==> config.mk <==
export PLATFORM = sky130hd
export DESIGN_NAME = conv_n_m
export DESIGN_NICKNAME = d
export VERILOG_FILES = /design/src/rtl/conv_n_m.sv
export SDC_FILE = /design/constraint.sdc
export NUM_CORES = 1
export LEC_CHECK = 0
export ABC_AREA = 1
export CAP_MARGIN = 10
export CORE_MARGIN = 2
export CORE_UTILIZATION = 60
export CTS_BUF_LIST = sky130_fd_sc_hd__clkbuf_8
export DETAILED_ROUTE_END_ITERATION = 12
export GPL_TIMING_DRIVEN = 1
export PLACE_DENSITY = 0.79
export SKIP_LAST_GASP = 1
export SYNTH_ARGS = -nofsm -noshare
export SYNTH_HDL_FRONTEND = slang
export SYNTH_SLANG_ARGS = --single-unit
==> constraint.sdc <==
create_clock -name clk -period 13.6 [get_ports clk]
set_clock_uncertainty 0.1 [all_clocks]
set_input_delay 2.72 -clock clk [delete_from_list [all_inputs] [get_ports clk]]
set_output_delay 2.72 -clock clk [all_outputs]
set_load 0.01 [all_outputs]
==> src/rtl/conv_n_m.sv <==
// Valid-ins convolution: loads N x samples and M f coefficients, then emits
// y[i] = sum_j x[i+j]*f[j] for i = 0..N-M with one registered-read MAC per product.
module conv_n_m #(
   parameter int T    = 8,
   parameter int N    = 8,
   parameter int M    = 4,
   parameter int RELU = 0,
   localparam int YW  = 2*T + $clog2(M)
) (
   input  logic                 clk,
   input  logic                 reset,
   input  logic [T-1:0]         s_data_in_x,
   input  logic                 s_valid_x,
   output logic                 s_ready_x,
   input  logic [T-1:0]         s_data_in_f,
   input  logic                 s_valid_f,
   output logic                 s_ready_f,
   output logic [YW-1:0]        m_data_out_y,
   output logic                 m_valid_y,
   input  logic                 m_ready_y
);

   // Handshakes: a word moves only on a rising edge where valid and ready are both 1;
   // ready is a function of state only, never of valid.

   localparam int CXW = $clog2(N + 1);
   localparam int CFW = $clog2(M + 1);
   localparam int IW  = $clog2(N);
   localparam int FAW = $clog2(M);
   localparam int KW  = $clog2(M + 1);

   localparam logic [CXW-1:0] X_FULL   = CXW'(N);
   localparam logic [CFW-1:0] F_FULL   = CFW'(M);
   localparam logic [IW-1:0]  LAST_IDX = IW'(N - M);
   localparam logic [KW-1:0]  K_LAST   = KW'(M);

   typedef enum logic [1:0] {LOAD, MAC, OUT} state_t;
   state_t state, state_next;

   logic [CXW-1:0]         cnt_x;
   logic [CFW-1:0]         cnt_f;
   logic [IW-1:0]          out_idx;
   logic [KW-1:0]          mac_cnt;
   logic                   rdy_en;
   logic signed [T-1:0]    x_buf [N];
   logic signed [T-1:0]    f_buf [M];
   logic signed [T-1:0]    x_rd, f_rd;
   logic signed [2*T-1:0]  prod;
   logic signed [YW-1:0]   prod_ext, acc, acc_sum, y_next, y_q;
   logic [IW-1:0]          x_addr;
   logic [FAW-1:0]         f_addr;
   logic                   x_fire, f_fire, y_fire, mac_entry, run_done;

   assign x_fire    = s_valid_x && s_ready_x;
   assign f_fire    = s_valid_f && s_ready_f;
   assign y_fire    = m_valid_y && m_ready_y;
   assign run_done  = y_fire && (out_idx == LAST_IDX);
   assign mac_entry = (state_next == MAC) && (state != MAC);

   assign x_addr   = out_idx + IW'(mac_cnt);
   assign f_addr   = mac_cnt[FAW-1:0];
   assign prod     = x_rd * f_rd;
   assign prod_ext = {{(YW-2*T){prod[2*T-1]}}, prod};
   assign acc_sum  = acc + prod_ext;

   always_comb begin
      y_next = acc_sum;
      if (RELU != 0 && acc_sum < 0) y_next = '0;
   end

   assign m_data_out_y = y_q;

   always_ff @(posedge clk) begin
      if (reset) state <= LOAD;
      else       state <= state_next;
   end

   always_comb begin
      state_next = state;
      case (state)
         LOAD: if (cnt_x == X_FULL && cnt_f == F_FULL) state_next = MAC;
         MAC:  if (mac_cnt == K_LAST) state_next = OUT;
         OUT:  if (y_fire) state_next = run_done ? LOAD : MAC;
         default: state_next = LOAD;
      endcase
   end

   always_comb begin
      s_ready_x = rdy_en && (state == LOAD) && (cnt_x != X_FULL);
      s_ready_f = rdy_en && (state == LOAD) && (cnt_f != F_FULL);
      m_valid_y = (state == OUT);
   end

   // Buffer contents are never cleared; the word counts alone define what is valid.
   always_ff @(posedge clk) begin
      if (x_fire) x_buf[cnt_x[IW-1:0]]  <= s_data_in_x;
      if (f_fire) f_buf[cnt_f[FAW-1:0]] <= s_data_in_f;
   end

   // MAC step k issues read k and accumulates the product read at step k-1.
   always_ff @(posedge clk) begin
      if (reset) begin
         cnt_x   <= '0;
         cnt_f   <= '0;
         out_idx <= '0;
         mac_cnt <= '0;
         acc     <= '0;
         y_q     <= '0;
         x_rd    <= '0;
         f_rd    <= '0;
         rdy_en  <= 1'b0;
      end else begin
         rdy_en <= 1'b1;
         if (x_fire) cnt_x <= cnt_x + 1'b1;
         if (f_fire) cnt_f <= cnt_f + 1'b1;
         if (mac_entry) begin
            acc     <= '0;
            mac_cnt <= '0;
         end else if (state == MAC) begin
            if (mac_cnt != K_LAST) begin
               x_rd    <= x_buf[x_addr];
               f_rd    <= f_buf[f_addr];
               mac_cnt <= mac_cnt + 1'b1;
            end
            if (mac_cnt != '0)     acc <= acc_sum;
            if (mac_cnt == K_LAST) y_q <= y_next;
         end
         if (y_fire) begin
            if (run_done) begin
               out_idx <= '0;
               cnt_x   <= '0;
               cnt_f   <= '0;
            end else begin
               out_idx <= out_idx + 1'b1;
            end
         end
      end
   end

endmodule
# --- After elaboration in Yosys (flattened, before gate mapping) ---
# Memory sizes are Yosys's and may differ from the RTL's. A register that Yosys moved wholly into a read port is not among the register bits.
# Index checks and enable logic that the tools add are counted.
word_totals:
  ramBits: 96
  mem_count: 2
  ff_bits: 52
classes:
  n_eq_ne: 11
  n_mul: 1
  bitwise: 1
  add_sub_neg: 6
  n_mux: 17
  n_reduce_logical: 16
memory_table:
  columns: ["memory", "words", "width", "rd", "rd_ports_with_merged_regs", "wr", "line_no", "rtl"]
  rows:
  - ["x_buf", 8, 8, 1, 1, 1, "45", "logic signed [T-1:0] x_buf [N];"]
  - ["f_buf", 4, 8, 1, 1, 1, "46", "logic signed [T-1:0] f_buf [M];"]
op_table:
  columns: ["op", "count"]
  rows:
  - ["$add 18x16->18", 1]
  - ["$mul 8x8->16", 1]
  - ["$mux 3", 4]
  - ["$mux 4", 3]
  - ["$add 3x1->3 const B", 3]
  - ["$eq 3x3->1 const B", 3]
  - ["$logic_and 1x1->1", 9]
  - ["$mux 1", 6]
  - ["$mux 2", 3]
  - ["$ne 3x3->1 const B", 2]
  - ["$pmux 2 s3", 1]
  - ["$reduce_and 3->1", 2]
  - ["$add 4x1->4 const B", 1]
  - ["$eq 2x1->1 const B", 2]
  - ["$eq 4x4->1 const B", 1]
  - ["$ne 4x4->1 const B", 1]
  - ["$reduce_and 2->1", 2]
  - ["$add 3x3->3", 1]
  - ["$reduce_bool 3->1", 1]
  - ["$eq 2x2->1 const B", 1]
  - ["$logic_not 2->1", 1]
  - ["$ne 2x1->1 const B", 1]
  - ["$reduce_or 2->1", 1]
  - ["$not 1->1", 1]

# --- Logic depth before layout (Yosys ltp) ---
logic_depth:
  word_depth: 10
  mapped_depth: 23
  depth_no_buf: 22

# --- Worst setup path after synthesis ---
# OpenSTA, ideal clock, no wires.
synth_timing:
  path_type: "register to register"
  from: "reg f_rd[0], read port of f_buf"
  to: "reg y_q[17], in the netlist m_data_out_y[17]"
  arrival_ns: 4.396
  n_path_buf: 1
  path_stages_with_launch: 22
  synth_period_minus_slack_ns: 4.605
  slack_ns: 8.995
  cell_sequence: "dfxtp_1 -> clkbuf_1 -> nand2_1 -> inv_1 -> fa_1 -> fa_1 -> fa_1 -> fa_1 -> ha_1 -> ha_1 -> nand2_1 -> inv_1 -> nand2_1 -> nand2_1 -> nor2_1 -> nor2_1 -> nor2_1 -> inv_1 -> nand2_1 -> nand3_1 -> nand2_1 -> inv_1"
synth_between:
  elab_chain_len: 2
synth_rtl:
  columns: ["element", "line_no", "rtl"]
  rows:
  - ["from (decl)", "47", "logic signed [T-1:0] x_rd, f_rd;"]
  - ["$mul 8x8->16", "62", "assign prod = x_rd * f_rd;"]
  - ["$add 18x16->18", "64", "assign acc_sum = acc + prod_ext;"]
  - ["to (signal assigned)", "126", "if (mac_cnt == K_LAST) y_q <= y_next;"]
  - ["to (decl)", "49", "logic signed [YW-1:0] prod_ext, acc, acc_sum, y_next, y_q;"]
# Every way passes these cells.
# A chain may end at the register's enable or synchronous reset.

# --- Worst setup path in the final report ---
layout_timing:
  from: "reg f_rd[0], read port of f_buf"
  to: "reg acc[17]"
layout_between:
  elab_chain_len: 2
layout_rtl:
  columns: ["element", "line_no", "rtl"]
  rows:
  - ["$mul 8x8->16", "62", null]
  - ["$add 18x16->18", "64", null]
  - ["to (signal assigned)", "125", "if (mac_cnt != '0) acc <= acc_sum;"]
  - ["to (decl)", "49", null]
# Every way passes these cells.

==> reports/qor.yml <==
sta:
  finalSetupTns_ns: 0
  hold_viol_final: 0
  fin_crit_sh_pct: 37.2
  worst_pin_slew_ns: 0.958
  finalCriticalPeriod_ns: 5.06
  max_freq_mhz: 198
  relSlewSlack_pct: 36.0
  slew_violations: 0
  finalWorstSetupSlack_ns: 8.54
  rsz0062_at_grt: "false"
  setup_violations: 0
finish:
  final_cell_count_no_fill: 1385
  n_antenna_cell: 0
  layout_common_cells: "246 x inv_1, 187 x nand2_1, 103 x nor2_1, 96 x edfxtp_1, 81 x fa_1"
  final_common_cell: "inv_1"
  area_growth_pct: 9.04
  fin_nets: 1307
  fillCellCount: 1264
  layout-drive-gt1-share_pct: 4.98
cts:
  clk_pin_slew_ns: 0.10
  cts-buffers-inserted: 17
  ctsLongestPathBuffers: 2
  clkSinkCount: 164
  post_cts_buffers: 0
  ctsHoldBuffers: 0
  cts_resized: 0
  insertion_delay_ns: 0.47
  cts_tree: "yes"
  h-tree-depth: 4
  cts_root_buf: "clkbuf_8"
yosys:
  synth_fa_ha_area_share_pct: 22.3
  synth_compound_area_share_pct: 8.50
  syn_area_mm2: 0.0102
  synthCells: 1129
  synth-main-ff-cell: "edfxtp_1"
  yosys.area_share.simple_pct: 13.8
  synth_top_family_by_area: "adder cells"
  synth.avg_cell_area_um2: 9.07
  synthMuxAreaShare_pct: 1.56
  synth_nets: 1284
  async_flop_share_pct: 0
  synth_xor_area_share_pct: 1.09
  seq_area_frac_synth_pct: 41.4
  yosys_register_bits: 164
  synth.distinct_cells: 39
  synth_warnings: 0
  synth_edf_count: 96
place:
  place_congestion: 0.875
  port_buffers: 41
  place_inst: 1353
  dpl.hpwl_um: 14500
  pre_cts_slack_ns: 8.53
floorplan:
  core_area_mm2: 0.0166
  io_pins: 42
  die-area_mm2: 0.0181
  start_util_pct: 61.5
  dieWidth_um: 135
  rows: 47
  die_y_um: 135
setup_path:
  start_kind: "flip-flop"
  crit_fanout: 10
  endpoint_kind: "flip-flop"
  path_class: "flip-flop to flip-flop"
  crit_arrival_ns: 5.34
  r2r_setup_slack_ns: 8.54
  cp.required_ns: 13.88
global_routing:
  antenna_found_initial: 0
  grt_max_degree: 49
  grt_first_pass_wirelength_um: 33900
  grtUsageTotal_pct: 23.9
  overflow: 0
  grt_pass1_vias: 7033
detailed_routing:
  first_iter_violations: 532
  vias: 7143
  wl_um: 20100
  routed_via_density: 5.16
  drt_pass1_iterations: 5
  ant_nets: 0
  drc_errors: 0
  wl_per_cell_um: 14.5
flow_run:
  cap_violations: 0
pwr:
  p_leak_uw: 0.00546
  ir_drop_v: 0.0000700
  power.density_mw_per_mm2: 82.5
status:
  status: "completed"
worst_hold_path:
  min_path_type: "flip-flop to flip-flop"
## synth_stat cells, types with 7 or more instances
| cell | n | share of area, % |
|---|---|---|
| ha_1 | 53 | 6.5 |
| nand3_1 | 29 | 1.4 |
| buf_2 | 13 | 0.64 |
| xor2_1 | 7 | 0.60 |
| fa_1 | 81 | 16 |
| nor2_1 | 103 | 3.8 |
| clkbuf_1 | 22 | 0.81 |
| inv_1 | 246 | 9.0 |
| dfxtp_1 | 68 | 13 |
| o21ai_0 | 72 | 3.5 |
| a21oi_1 | 56 | 2.7 |
| nand2_1 | 187 | 6.9 |
| edfxtp_1 | 96 | 28 |
| o22ai_1 | 8 | 0.49 |
| o21ai_1 | 19 | 0.93 |
| mux2i_1 | 16 | 1.6 |
## sequential cells by signal, indices dropped and copies added (netlist names)
signal,cells
acc,18
out_idx,3
f_rd,8
mac_cnt,3
x_buf,64
f_buf,32
cnt_x,4
state,2
cnt_f,3
m_data_out_y,18
rdy_en,1
x_rd,8
## routing by layer
layer  global-route usage, %  vias to the layer above  wire length [um]
met1                    32.2                     3415              9180
li1                        -                     3551                 -
met5                       0                        -                 0
met3                    4.13                       36               760
met2                    39.7                      141              9730
met4                    7.89                        0               411
## area by class of cell
cell class | instances | area [um2] | share of cell area, %
Clock buffer | 17 | 234 | 2.10
Clock inverter | 15 | 173 | 1.55
Inverter | 251 | 942 | 8.44
Multi-Input combinational cell | 671 | 4840 | 43.4
Sequential cell | 164 | 4240 | 38.0
Tap cell | 220 | 275 | 2.47
Timing Repair Buffer | 47 | 455 | 4.08
## kinds of logic after synthesis
group           Yosys count
xor+xnor                 11
buf+inv                 294
compound gates          165
fa+ha+maj               134
mux                      16
simple gates            345
flops                   164
## stage by stage
step	area, um2	hold slack [ns]	power [uW]	util (%)
global placement	10800	0.351	569	64.6
global route	11200	0.384	945	67.1
finish	11200	0.366	921	67.1
detailed placement	10800	0.355	570	64.6
floorplan	10200	0.340	555	-
CTS	11200	0.369	924	67.1
## where the power goes
part / leakage, uW / total, uW / switching (uW) / internal, uW
Combinational: 0.00384 / 26.8 / 16.6 / 10.1
Sequential: 0.00142 / 532 / 2.08 / 530
Clock: 0.000209 / 362 / 219 / 143
Total: 0.00546 / 921 / 238 / 683
## path summary, 6_finish.rpt
check / end / cells after the start / start
max reg2reg: acc[17] / 18 / f_rd[0]
min: acc[1] / 2 / acc[1]
max: acc[17] / 18 / f_rd[0]
min reg2reg: acc[1] / 2 / acc[1]
## critical path, stage by stage, from the launching register on
cell     delay [ns]
dfxtp_1        0.53
nand2_1        0.14
inv_1          0.46
fa_1           0.56
fa_1           0.53
fa_1           0.44
fa_1           0.49
ha_1           0.31
ha_1           0.36
a21oi_1        0.20
nand2_1        0.08
nor2_1         0.18
nor2_1         0.07
nor2_1         0.18
inv_1          0.07
nand2_1        0.08
nand3_1        0.07
nand2_1        0.08
inv_1          0.04
Note: power is estimated with default switching activity, not from simulation.
